===== config.mk =====
export PLATFORM = sky130hd
export DESIGN_NAME = bus_arbiter
export DESIGN_NICKNAME = d
export VERILOG_FILES = /design/src/rtl/bus_arbiter.sv
export SDC_FILE = /design/constraint.sdc
export NUM_CORES = 1
export LEC_CHECK = 0
export CORE_AREA = 4 4 41 43
export CTS_CLUSTER_DIAMETER = 30
export DETAILED_ROUTE_END_ITERATION = 10
export DIE_AREA = 0 0 45 47
export GPL_ROUTABILITY_DRIVEN = 0
export GPL_TIMING_DRIVEN = 0
export PLACE_DENSITY = 0.71
export SLEW_MARGIN = 20
export SYNTH_ARGS = -nofsm -noshare
export SYNTH_HDL_FRONTEND = slang
export SYNTH_SLANG_ARGS = --single-unit

===== constraint.sdc =====
create_clock -name clk -period 2.2 [get_ports clk]
set_input_delay 0.22 -clock clk [delete_from_list [all_inputs] [get_ports clk]]
set_output_delay 0.22 -clock clk [all_outputs]
set_load 0.02 [all_outputs]

===== src/rtl/bus_arbiter.sv =====
// bus_arbiter: round-robin bus arbiter with lock hold and h_ready drain.
// Defining ARB_TIMEOUT_EN adds a forced release when h_ready stays low for TIMEOUT_CYCLES cycles.
module bus_arbiter #(
    parameter int MASTER_COUNT   = 2,
    parameter int TIMEOUT_CYCLES = 64
) (
    input  logic                            clk,
    input  logic                            rst_n,
    input  logic [MASTER_COUNT-1:0]         m_req,
    input  logic [MASTER_COUNT-1:0]         m_lock,
    input  logic                            h_ready,
    output logic [MASTER_COUNT-1:0]         m_grant,
    output logic [$clog2(MASTER_COUNT)-1:0] grant_id,
    output logic                            bus_busy,
    output logic                            bus_locked,
    output logic                            arb_timeout
);
    // state | meaning
    // IDLE  | no owner; arbitrate among requesters, bus turnaround cycle
    // GRANT | owner holds the bus while it requests or locks
    // DRAIN | owner released, grant held until the in-flight transfer completes

    localparam int IDW = $clog2(MASTER_COUNT);

    typedef enum logic [1:0] {
        IDLE  = 2'd0,
        GRANT = 2'd1,
        DRAIN = 2'd2
    } state_t;

    state_t                  state;
    logic [IDW-1:0]          last_owner;
    logic [IDW-1:0]          winner;
    logic [IDW-1:0]          cand;
    logic                    found;
    logic [MASTER_COUNT-1:0] win_onehot;
    logic                    owner_hold;
    logic                    timeout_hit;

    // Search starts just after the previous owner so it gets lowest priority.
    always_comb begin
        winner     = '0;
        found      = 1'b0;
        cand       = '0;
        win_onehot = '0;
        for (int i = 0; i < MASTER_COUNT; i++) begin
            cand = IDW'((int'(last_owner) + 1 + i) % MASTER_COUNT);
            if (!found && m_req[cand]) begin
                found  = 1'b1;
                winner = cand;
            end
        end
        win_onehot[winner] = 1'b1;
    end

    assign owner_hold = m_req[grant_id] | m_lock[grant_id];

`ifdef ARB_TIMEOUT_EN
    localparam int TW = $clog2(TIMEOUT_CYCLES + 1);

    logic [TW-1:0] tmo_cnt;

    assign timeout_hit = (state != IDLE) && (tmo_cnt == TW'(TIMEOUT_CYCLES));

    always_ff @(posedge clk or negedge rst_n) begin
        if (!rst_n) begin
            tmo_cnt     <= '0;
            arb_timeout <= 1'b0;
        end else begin
            arb_timeout <= timeout_hit;
            if (state == IDLE || timeout_hit || h_ready) begin
                tmo_cnt <= '0;
            end else begin
                tmo_cnt <= tmo_cnt + TW'(1);
            end
        end
    end
`else
    assign timeout_hit = 1'b0;
    assign arb_timeout = 1'b0;

    // TIMEOUT_CYCLES only matters when the timeout is built in.
    logic unused_timeout_cfg;
    assign unused_timeout_cfg = (TIMEOUT_CYCLES > 0);
`endif

    always_ff @(posedge clk or negedge rst_n) begin
        if (!rst_n) begin
            state      <= IDLE;
            m_grant    <= '0;
            grant_id   <= '0;
            bus_busy   <= 1'b0;
            bus_locked <= 1'b0;
            last_owner <= IDW'(MASTER_COUNT - 1);
        end else begin
            case (state)
                IDLE: begin
                    if (found) begin
                        state      <= GRANT;
                        m_grant    <= win_onehot;
                        grant_id   <= winner;
                        bus_busy   <= 1'b1;
                        bus_locked <= m_lock[winner];
                    end
                end
                GRANT: begin
                    if (timeout_hit) begin
                        state      <= IDLE;
                        last_owner <= grant_id;
                        m_grant    <= '0;
                        grant_id   <= '0;
                        bus_busy   <= 1'b0;
                        bus_locked <= 1'b0;
                    end else if (owner_hold) begin
                        bus_locked <= m_lock[grant_id];
                    end else begin
                        last_owner <= grant_id;
                        bus_locked <= 1'b0;
                        if (h_ready) begin
                            state    <= IDLE;
                            m_grant  <= '0;
                            grant_id <= '0;
                            bus_busy <= 1'b0;
                        end else begin
                            state <= DRAIN;
                        end
                    end
                end
                DRAIN: begin
                    if (timeout_hit || h_ready) begin
                        state      <= IDLE;
                        m_grant    <= '0;
                        grant_id   <= '0;
                        bus_busy   <= 1'b0;
                        bus_locked <= 1'b0;
                    end
                end
                default: begin
                    state      <= IDLE;
                    m_grant    <= '0;
                    grant_id   <= '0;
                    bus_busy   <= 1'b0;
                    bus_locked <= 1'b0;
                end
            endcase
        end
    end

endmodule


[Yosys cells after proc, flatten, opt, wreduce, memory -nomap -nowiden]
Index checks and enable logic that the tools add are counted.
Word-level totals
  register bits: 8
  input bits: 7
  output and inout bits: 6
  logic and storage cells: 65
Cells by class
  add/sub/neg operators: 2
  $lt $le $gt $ge: 5
  eq/ne operators: 5
  mux-type cells: 37
  bitwise operators: 2
  reductions and logical operators: 8
Operators by type and width (number)
  $mux 1: 24
  $mux 2: 7
  $pmux 2 s3: 2
  $pmux 1 s3: 3
  $lt 1x2->1 const B: 4
  $ne 2x2->1 const B: 3
  $reduce_and 2->1: 3
  $reduce_and 3->1: 1
  $add 1x1->1 const B: 2
  $eq 2x1->1 const B: 1
  $eq 2x2->1 const B: 1
  $logic_and 1x1->1: 2
  $logic_not 2->1: 1
  $demux 1 s1: 1
  $ge 1x1->1 const B: 1
  $logic_not 1->1: 1
  $not 1->1: 1
  $or 1x1->1: 1

[Depth between registers and ports, before layout]
  word-level depth: 13
  mapped depth: 6
  mapped depth without buffers: 6

[Worst setup path after synthesis]
Ideal clock, no wire load.
  kind: register to register
  start: register state[0]
  end: register state[0]
  setup time: 125 ps
  arrival time: 1451 ps
  required time: 2075 ps
  path slack: 625 ps
  cell stages (with the launch flop): 7
  buffers on the path: 0
  period minus slack after synthesis: 1575 ps
  path through: dfrtp_1 inv_1 ha_1 nor3b_1 a21o_1 a21oi_1 mux2_2
Between the ends
  cells in the longest elaborated chain, start to end: 3
  elaborated cells on any way between the ends: 8
  classes of those cells: eq/ne (5); mux (1); reduce/logical (2)
Ends and longest elaborated chain
  start, declared: RTL line 31  | state_t state;
  start signal, assigned: RTL line 89  | state <= IDLE;
  start signal, assigned: RTL line 99  | state <= GRANT;
  start signal, assigned: RTL line 108  | state <= IDLE;
  $eq 2x2->1, or another cell as far along: RTL line 96  | case (state)
  $ne 2x2->1 (no source line)
  $reduce_and 3->1 (no source line)
Parallel ways exist; a longest one is shown, timed or not.
A chain may end at the register's enable or synchronous reset.

[Worst setup path in the final report]
  start: register state[0]
  end: register bus_busy
Between the ends
  cells in the longest elaborated chain, start to end: 3
  elaborated cells on any way between the ends: 7
  classes of those cells: eq/ne (4); mux (1); reduce/logical (2)
Ends and longest elaborated chain
  $eq 2x1->1 / $logic_not 2->1 (equally long branches): RTL line 96
  $ne 2x2->1 (no source line)
  $reduce_and 2->1 (no source line)
  end signal, assigned: RTL line 92  | bus_busy <= 1'b0;
  end signal, assigned: RTL line 102  | bus_busy <= 1'b1;
  end signal, assigned: RTL line 112  | bus_busy <= 1'b0;
  end, declared: RTL line 14  | output logic bus_busy,
Parallel ways exist; a longest one is shown, timed or not.

==> summary.md <==
| Metric | Value |
|---|---|
| Status | `finished, final reports clean` |
| Number of detailed-route iterations in the first pass | `2` |
| Final core utilization | `45.1%` |
| Core outline area | `1300 um2` |
| CTS tree | `done` |
| PortBufs | `11` |
| Fraction of synthesis flops using an asynchronous set or reset pin | `100%` |
| Floorplan die height | `47 um` |
| Number of antenna violations at the first check in global routing | `0` |
| Library cell with the largest summed area after synthesis | `sky130_fd_sc_hd__dfrtp_1` |
| Number of distinct standard cells referenced by the synthesized netlist | `21` |
| Startpoint-to-endpoint class of the critical path | `flip-flop to flip-flop` |
| Total setup buffers inserted after CTS | `0` |
| Number of standard cells after synthesis | `39` |
| Pwr Density | `1340 nW/um2` |
| Number of global-route vias before repair | `320` |
| Portion of synthesized cell area occupied by the leading cell type | `34.8%` |
| Setup TNS Final | `0 ns` |
| Final hold violation count | `0` |
| Switching part of the total | `35.9%` |
| EDFF count, synth | `0` |
| Die ar. | `2120 um2` |
| Filler cell count in the final layout | `135` |
| Placement row count | `13` |
| WL final | `783 um` |
| Global-route wire length before repair | `1.34 mm` |
| Post-detail-place hpwl | `623 um` |
| Unrepaired setup endpoints after global routing | `false` |
| Overall routing resource usage | `9.55%` |
| Share of power burned in the clock network | `14.5%` |
| DR WL/cell | `11.3 um` |
| Detailed-route vias per instance | `4.74` |
| Later-pin clock latency in the skew report | `0.25 ns` |
| Initial Util | `33.2%` |
| # DRC | `0` |
| Horizontal extent of the die | `45 um` |
| Number of H-tree branching levels | `1` |
| CTS Hold Buffers Added | `0` |
| Area Growth Syn to Fin | `35.9%` |
| Top-level port count | `13` |
| Hold Path Class | `primary input to asynchronous set/reset pin` |
| Total net switching power | `0.000282 W` |
| Final-stage net count | `65` |
| Total grt overflow | `0` |
| Bufs on Longest Clock Path | `2` |
| Share of power burned in registers | `29.7%` |
| Fraction of layout instances using a drive strength above 1 | `24.1%` |
| Type of element capturing the critical path | `flip-flop` |
| Comb pwr share | `55.7%` |
| Ranking of synthesized cells by area | `sky130_fd_sc_hd__dfrtp_1 35%, sky130_fd_sc_hd__mux2_2 10%, sky130_fd_sc_hd__ha_1 8.7%` |
| Count of final max-slew check failures | `0` |
| Leakage power | `0.271 nW` |
| Layout Skew | `0.00798 ns` |
| Part of the cycle the worst path needs | `79.2%` |
| Post-CTS sizing | `0` |
| Highest fanout seen on the critical path | `6` |
| Required time reported for the critical path endpoint | `2.32 ns` |
| Warnings from Yosys | `0` |
| Number of nets produced by synthesis | `49` |
| CTS clk-pin slew, worst paths | `0.05 ns` |
| Top FF cell, synth | `sky130_fd_sc_hd__dfrtp_1` |
| Via count | `327` |
| Crit path time final | `1.74 ns` |
| Count of endpoints failing setup in the final report | `0` |
| Clk sink count | `7` |
| Post-synthesis average cell area | `11.1 um2` |
| Flop and latch count out of synthesis | `7` |
| Peak supply drop | `0.485 mV` |
| Total power of the final layout | `0.000784 W` |
| Netlist Area Pre-Place | `432 um2` |
| F_max | `574 MHz` |
| Antenna Cells | `0` |
| Number of buffers created by CTS | `3` |
| Internal Power | `0.000502 W` |
| Register area share after synthesis | `40.9%` |
| Critical Path Source Type | `flip-flop` |
| Residual antenna-violating net count after detailed routing | `0` |
| Root Driver | `sky130_fd_sc_hd__clkbuf_4` |
| Crit path arrival time | `1.87 ns` |
| Maximum number of pins on one net before global-route repair | `8` |
| Starting DRC count in detailed routing | `2` |
| Number of max-cap violations | `0` |
routing by layer:
metal	GRT usage (%)	wire (um)	up-vias
li1	-	-	167
met1	9.98	342	148
met2	15.0	370	10
met3	6.90	65	2
met4	3.51	4	0
met5	0	0	-
Yosys cell counts (2+ instances only):
cell type and count:
sky130_fd_sc_hd__a21oi_1 3, sky130_fd_sc_hd__buf_4 2, sky130_fd_sc_hd__dfrtp_1 6, sky130_fd_sc_hd__ha_1 3, sky130_fd_sc_hd__inv_1 5, sky130_fd_sc_hd__mux2_2 4
sky130_fd_sc_hd__mux2_4 2
sequential cells by signal, indices dropped and copies added (netlist names):
signal      count
bus_busy        1
bus_locked      1
last_owner      1
m_grant         2
state           2
path summary, 6_finish.rpt:
| kind | from | endpoint | slack [ns] | cells after the start |
|---|---|---|---|---|
| hold / removal | rst_n | m_grant[1] | 0.23 | 1 |
| min in group clk | bus_busy | bus_busy | 0.51 | 1 |
| setup / recovery | state[0] | bus_busy | 0.46 | 5 |
| hold reg to reg | bus_busy | bus_busy | 0.51 | 1 |
| max in group asynchronous | rst_n | last_owner | 1.67 | 1 |
| setup reg to reg | state[0] | bus_busy | 0.46 | 5 |
cell type report:
class / instances / area, um2 / area share, %
tap: 15 / 18.8 / 3.20
buffer: 2 / 15.0 / 2.56
inverter: 5 / 18.8 / 3.20
sequential: 7 / 176 / 30.1
clock buffer: 4 / 26.3 / 4.48
timing repair buffer: 11 / 110 / 18.8
multi-input combinational: 25 / 221 / 37.7
placed cells by master (no fill, tap or decap):
master and count:
sky130_fd_sc_hd__a21boi_0 1, sky130_fd_sc_hd__a21o_1 1, sky130_fd_sc_hd__a21oi_1 3, sky130_fd_sc_hd__a221o_1 1, sky130_fd_sc_hd__a221oi_1 1, sky130_fd_sc_hd__buf_4 2, sky130_fd_sc_hd__clkbuf_1 1, sky130_fd_sc_hd__clkbuf_4 3
sky130_fd_sc_hd__clkdlybuf4s50_1 11, sky130_fd_sc_hd__conb_1 1, sky130_fd_sc_hd__dfrtp_1 6, sky130_fd_sc_hd__dfstp_2 1, sky130_fd_sc_hd__ha_1 3, sky130_fd_sc_hd__inv_1 5, sky130_fd_sc_hd__mux2_2 4, sky130_fd_sc_hd__mux2_4 2
sky130_fd_sc_hd__mux2i_1 1, sky130_fd_sc_hd__nand2_1 1, sky130_fd_sc_hd__nand2b_1 1, sky130_fd_sc_hd__nor2_1 1, sky130_fd_sc_hd__nor2b_1 1, sky130_fd_sc_hd__nor3_2 1, sky130_fd_sc_hd__nor3b_1 1, sky130_fd_sc_hd__o32ai_1 1
cells by family (layout without fill, tap and decap cells):
logic type               count (synthesis)  in the layout  synth area share [%]
buffers and inverters                    7             22                  7.83
multiplexers                             7              7                  19.7
AND/OR/NAND/NOR                          6              6                  8.70
AO/OA/AOI/OAI                            8              8                  13.3
adder cells (fa/ha/maj)                  3              3                  8.70
other                                    1              1                 0.869
flip-flops                               7              7                  40.9
per-stage QoR:
stage | setup slack, ns | area [um2] | instances | hold WS, ns
after global placement | 0.256 | 561 | 65 | 0.496
after CTS | 0.439 | 587 | 69 | 0.236
after global routing | 0.342 | 587 | 69 | 0.233
after floorplan | 0.625 | 432 | 39 | -0.0756
after detailed placement | 0.257 | 561 | 65 | 0.499
final | 0.457 | 587 | 69 | 0.235
worst max-delay path, stage by stage, from the launching register on:
cell	delay (ns)
sky130_fd_sc_hd__dfrtp_1	0.39
sky130_fd_sc_hd__inv_1	0.09
sky130_fd_sc_hd__ha_1	0.26
sky130_fd_sc_hd__nor3b_1	0.29
sky130_fd_sc_hd__a221o_1	0.28
sky130_fd_sc_hd__mux2_4	0.32
power groups by stage:
stage	combinational, W	clock (W)	sequential, W
4_1_cts	0.000440	0.000121	0.000235
5_1_grt	0.000476	0.000134	0.000245
2_1_floorplan	0.000258	0	0.000272
6_report	0.000437	0.000114	0.000233
3_3_place_gp	0.000429	0	0.000235
3_5_place_dp	0.000435	0	0.000236
Note: power is estimated with default switching activity, not from simulation.
